### config.mk
export PLATFORM = sky130hd
export DESIGN_NAME = sdram_burst_sched
export DESIGN_NICKNAME = d
export VERILOG_FILES = /design/src/rtl/sdram_burst_sched.sv
export SDC_FILE = /design/constraint.sdc
export NUM_CORES = 1
export LEC_CHECK = 0
export BUFFER_PORTS_ARGS = -buffer_cell sky130_fd_sc_hd__buf_2
export CORE_MARGIN = 5
export CORE_UTILIZATION = 45
export DETAILED_ROUTE_END_ITERATION = 7
export GPL_ROUTABILITY_DRIVEN = 0
export PLACE_DENSITY = 0.75
export SKIP_CTS_REPAIR_TIMING = 1
export SYNTH_ARGS = -nofsm -noshare
export SYNTH_HDL_FRONTEND = slang
export SYNTH_SLANG_ARGS = --single-unit
### constraint.sdc
create_clock -name CLK_100M -period 3.2 [get_ports CLK_100M]
set_clock_uncertainty 0.1 [all_clocks]
set_input_delay 0.16 -clock CLK_100M [delete_from_list [all_inputs] [get_ports CLK_100M]]
set_output_delay 0.16 -clock CLK_100M [all_outputs]
set_load 0.1 [all_outputs]
### src/rtl/sdram_burst_sched.sv
// rtl/sdram_burst_sched.sv - refresh/write/read burst scheduler in front of the SDRAM command core
// Optional feature macro RD_LOOP_EN: readback wraps to address 0 and never reports RD_DONE.
module sdram_burst_sched #(
  parameter int unsigned         BURST_LEN  = 8,
  parameter int unsigned         ADDR_W     = 22,
  parameter logic [ADDR_W-1:0]   END_ADDR   = 'h000100,
  parameter int unsigned         REF_PERIOD = 780
) (
  input  logic              CLK_100M,
  input  logic              RST_N,
  input  logic              SDRAM_WR_REQ,
  input  logic              SDRAM_RD_REQ,
  input  logic              CMD_READY,
  input  logic              CORE_BEAT,
  input  logic              CORE_DONE,
  output logic              CMD_VALID,
  output logic [1:0]        CMD_TYPE,
  output logic [ADDR_W-1:0] CMD_ADDR,
  output logic              SDRAM_WR_ACK,
  output logic              SDRAM_RD_ACK,
  output logic              WR_DONE,
  output logic              RD_DONE,
  output logic              REF_MISS
);

  localparam int CNT_W = (REF_PERIOD > 1) ? $clog2(REF_PERIOD) : 1;
  localparam logic [CNT_W-1:0]  REF_LAST = CNT_W'(REF_PERIOD - 1);
  localparam logic [ADDR_W-1:0] STEP     = ADDR_W'(BURST_LEN);
  localparam logic [1:0] T_REF = 2'b00;
  localparam logic [1:0] T_WR  = 2'b01;
  localparam logic [1:0] T_RD  = 2'b10;

  typedef enum logic [1:0] {IDLE, ISSUE, BUSY} state_t;

  state_t            state;
  logic [CNT_W-1:0]  ref_cnt;
  logic              ref_pend;
  logic [ADDR_W-1:0] wr_addr;
  logic [ADDR_W-1:0] rd_addr;
  logic [ADDR_W-1:0] wr_next;
  logic [ADDR_W-1:0] rd_next;
  logic [ADDR_W-1:0] rd_upd;
  logic              ref_wrap;
  logic              ref_accept;

  assign ref_wrap   = (ref_cnt == REF_LAST);
  assign ref_accept = (state == ISSUE) && CMD_READY && (CMD_TYPE == T_REF);
  assign wr_next    = wr_addr + STEP;
  assign rd_next    = rd_addr + STEP;

  // Strobes follow the core's beats directly so the FIFOs see no extra latency.
  assign SDRAM_WR_ACK = (state == BUSY) && (CMD_TYPE == T_WR) && CORE_BEAT;
  assign SDRAM_RD_ACK = (state == BUSY) && (CMD_TYPE == T_RD) && CORE_BEAT;

`ifdef RD_LOOP_EN
  assign RD_DONE = 1'b0;
  assign rd_upd  = (rd_next == END_ADDR) ? '0 : rd_next;
`else
  assign rd_upd  = rd_next;

  always_ff @(posedge CLK_100M or negedge RST_N) begin
    if (!RST_N)
      RD_DONE <= 1'b0;
    else if (state == BUSY && CORE_DONE && CMD_TYPE == T_RD && rd_next == END_ADDR)
      RD_DONE <= 1'b1;
  end
`endif

  // A wrap wins over a same-cycle acceptance so that a period is never lost.
  always_ff @(posedge CLK_100M or negedge RST_N) begin
    if (!RST_N) begin
      ref_cnt  <= '0;
      ref_pend <= 1'b0;
      REF_MISS <= 1'b0;
    end else begin
      ref_cnt <= ref_wrap ? '0 : ref_cnt + CNT_W'(1);
      if (ref_wrap) begin
        ref_pend <= 1'b1;
        if (ref_pend)
          REF_MISS <= 1'b1;
      end else if (ref_accept) begin
        ref_pend <= 1'b0;
      end
    end
  end

  always_ff @(posedge CLK_100M or negedge RST_N) begin
    if (!RST_N) begin
      state     <= IDLE;
      CMD_VALID <= 1'b0;
      CMD_TYPE  <= T_REF;
      CMD_ADDR  <= '0;
      wr_addr   <= '0;
      rd_addr   <= '0;
      WR_DONE   <= 1'b0;
    end else begin
      case (state)
        IDLE: begin
          if (ref_pend) begin
            CMD_TYPE  <= T_REF;
            CMD_ADDR  <= '0;
            CMD_VALID <= 1'b1;
            state     <= ISSUE;
          end else if (SDRAM_WR_REQ && !WR_DONE) begin
            CMD_TYPE  <= T_WR;
            CMD_ADDR  <= wr_addr;
            CMD_VALID <= 1'b1;
            state     <= ISSUE;
          end else if (SDRAM_RD_REQ && WR_DONE && !RD_DONE) begin
            CMD_TYPE  <= T_RD;
            CMD_ADDR  <= rd_addr;
            CMD_VALID <= 1'b1;
            state     <= ISSUE;
          end
        end
        ISSUE: begin
          if (CMD_READY) begin
            CMD_VALID <= 1'b0;
            state     <= BUSY;
          end
        end
        BUSY: begin
          if (CORE_DONE) begin
            state <= IDLE;
            if (CMD_TYPE == T_WR) begin
              wr_addr <= wr_next;
              if (wr_next == END_ADDR)
                WR_DONE <= 1'b1;
            end else if (CMD_TYPE == T_RD) begin
              rd_addr <= rd_upd;
            end
          end
        end
        default: state <= IDLE;
      endcase
    end
  end

endmodule

==> out/summary.md <==
The tool flagged a number of max-cap violations equal to 0. The tools report the number of antenna violations at the first check in global routing as 0. Clock latency on the worst-skew pair, taken at its later pin, is 0.35 ns. In the synthesized netlist the dominant register cell turns out to be dfrtp_1. The first routing iteration left 300 violations.

The worst flop-to-flop path endpoint was WR_DONE. The total number of placement rows is 33, and the post-synthesis instance area is 3830 um2. Tracing the worst setup path back leads to its startpoint at wr_addr[3]. Along the worst path, the maximum fanout reaches 7. In this run the power density over the cells is 615 nW/um2. The worst slew slack as a fraction of its limit was 0.377; the final number of max-transition violations was 0. For the worst endpoint required time, the log shows 3.39 ns. The run gives 2.89 ns as the arrival time reported for the critical path endpoint.

The layout filler cell count was 744. The setup path with the least slack is of type reg -> reg. The die covers 10500 um2. The tree is rooted in a clkbuf_8. The post-synthesis sequential area ratio was 0.497.

The most critical setup path has its endpoint at WR_DONE. The worst-case IR drop observed on VDD is 0.000373 V. For the post-detailed-routing wire length, the log shows 8.50 mm. The logs give 385 for the count of mapped cells out of synthesis and 2922 for the number of global-route vias before repair. The share of the clock period used by the worst path was 0.846; the number of cell instances on the worst register-to-register path was 7. The routed layout has 2959 vias.

In this run the horizontal extent of the chip is 102 um. Global-route wire length before repair: 14.6 mm. TritonCTS built the clock tree. The H-tree was split into 3 levels.

After detailed routing, the number of remaining DRC violations is 0. Once detailed placement completed, the half-perimeter wirelength came to 6.01 mm. Setup repair after global routing left no endpoint under its margin. The core box area was 8260 um2. The area share of the largest cell type after synthesis was 0.497.

The tools report the final hold violation count as 1. The startpoint identified for the worst register-to-register timing path is wr_addr[3]. The final reports fail on hold timing.

The share of flip-flops with an asynchronous set or reset works out to 1.00. The total congestion overflow after global routing is 0, and the time the worst path needs with I/O delays and setup is 2.71 ns. After routing, the total negative slack on setup checks comes to 0 ns.

After clock tree synthesis, the clock-pin slew on the worst setup and hold paths is 0.08 ns. In the final routed layout, each cell accounts on average for 16.3 um. Static timing analysis puts the maximum clock frequency at 369 MHz. The flow ran to the end, but the final reports show violations. The leakage dissipation was 2.15 nW; the remaining number of nets flagged by the antenna check after routing was 0. The logs give 76 for the number of sinks handled by clock tree synthesis and 7 for the number of search-and-repair iterations in the first detailed-routing pass. In this run the register-to-register setup slack is 0.49 ns. The count of flip-flops with a built-in enable after synthesis was 0. The number of CTS-inserted buffers came out at 9.

The starting density of the core is 0.464. In this run the worst hold path is classified as in -> reg. Worst slack on hold paths: -0.00580 ns. At the placement stage, the worst setup path has a slack of 0.531 ns. The pin count of the biggest net entering global routing came out at 77. The tools report the number of I/O pins as 37. The flip-flop and latch count after synthesis came out at 76. The fraction of layout instances using a drive strength above 1 is 0.152, and the area added between synthesis and finish is 12.3%. The leading area contributor after synthesis is dfrtp_1. The number of port buffers was 33. The logs give 421 for the net count reported at finish and 0.521 for the utilization after layout. Cell with the most instances after synthesis: dfrtp_1. The average footprint of a synthesized cell was 9.95 um2. After layout, the worst setup slack is 0.492 ns.

Height of the chip: 102 um. In this run, distinct cell masters in the synthesized netlist total 52. STA classifies the critical path endpoint as a flip-flop. The routed via count divided by cell count is 5.69. The actual slew at the worst max-slew pin was 0.935 ns. The logs give 0 for the final setup violation count and 0.180 for the global-route usage over all layers. In the post-synthesis netlist, the biggest area contributors are dfrtp_1 50%, xnor2_1 8.2%, a222oi_1 5.0%.

STA classifies the critical path startpoint as a flip-flop. The maximum root-to-sink buffer count is 2. Counting instances in the post-synthesis netlist gives the leading cell types as 76 x dfrtp_1, 36 x xnor2_1, 33 x nand2_1. The number of antenna diodes in the final layout is 0.

During synthesis, Yosys emitted a total of 0 warnings.
## worst max-delay path, cell delays in order, from the launching register on
cell and delay (ns):
dfrtp_1 0.45, ha_1 0.31, nand4_1 0.24, or4_4 0.57, xnor2_1 0.14, or4_1 0.41
nor4_1 0.25, a31o_1 0.18
## flip-flops by register name, summed over array words and instances (netlist names)
register / count
wr_addr: 19
CMD_VALID: 1
state: 2
WR_DONE: 1
rd_addr: 19
ref_cnt: 10
ref_pend: 1
CMD_ADDR: 19
RD_DONE: 1
REF_MISS: 1
CMD_TYPE: 2
## placed cells by master, fill, tap and decap left out, types with 5 or more instances in the layout
master	synthesis	layout
and3_1	13	13
nor2_1	26	26
nand4_1	6	6
buf_2	3	32
inv_1	25	25
buf_4	3	6
xnor2_1	36	36
xor2_1	19	19
nor4_1	6	6
a21oi_1	7	7
a222oi_1	19	19
and4_1	5	5
clkbuf_8	0	9
dfrtp_1	76	76
nand2_1	33	33
nor3_1	10	9
nand3_1	22	22
## layer usage
metal  vias to the layer above  share of wire  track usage  wire (um)
met1                      1447           0.44        0.240       3720
met4                         0          0.028       0.0676        235
met3                        24          0.047       0.0403        401
li1                       1394              -            -          -
met2                        94           0.49        0.286       4140
met5                         -              0            0          0
## layout make-up
type / instances / area (um2) / area share
clock inverters: 7 / 91.3 / 0.0212
inverters: 25 / 93.8 / 0.0218
repair buffers: 40 / 225 / 0.0524
flip-flops and latches: 76 / 1900 / 0.442
well taps: 105 / 131 / 0.0306
clock buffers: 9 / 124 / 0.0288
multi-input cells: 258 / 1730 / 0.403
## report_power, final
part / switching (mW) / internal [mW] / total (mW)
logic: 0.560 / 0.143 / 0.703
clock network: 0.358 / 0.436 / 0.794
registers: 0.104 / 1.04 / 1.14
## stage by stage
step | power, mW | std cells | instance area (um2)
finish | 2.64 | 520 | 4300
global route | 2.77 | 520 | 4300
detailed placement | 1.86 | 502 | 4060
global placement | 1.85 | 502 | 4060
floorplan | 1.69 | 387 | 3840
CTS | 2.66 | 518 | 4280
## worst min path at each step
stage / start / end / slack (ns) / depth (start not counted)
2_1_floorplan: RST_N / CMD_ADDR[10] / -0.24 / 0
3_3_place_gp: RST_N / wr_addr[3] / 0.26 / 1
3_5_place_dp: RST_N / wr_addr[5] / 0.26 / 1
4_1_cts: RST_N / wr_addr[18] / -0.11 / 1
5_1_grt: CMD_READY / state[0] / 0.01 / 3
6_report: CMD_READY / state[0] / -0.006 / 3
## cell families (layout without fill, tap and decap cells)
family,count (synthesis),count (layout),synth area share
muxes,2,2,0.00555
buffers and inverters,53,81,0.0562
other,1,3,0.000979
and+or+nand+nor,148,148,0.204
DFF,76,76,0.497
xor gates and xnor gates,55,55,0.126
AOI/OAI and AO/OA,46,46,0.0983
adders and majority gates,4,4,0.0131
No activity file was read; power rests on OpenSTA's default activity.
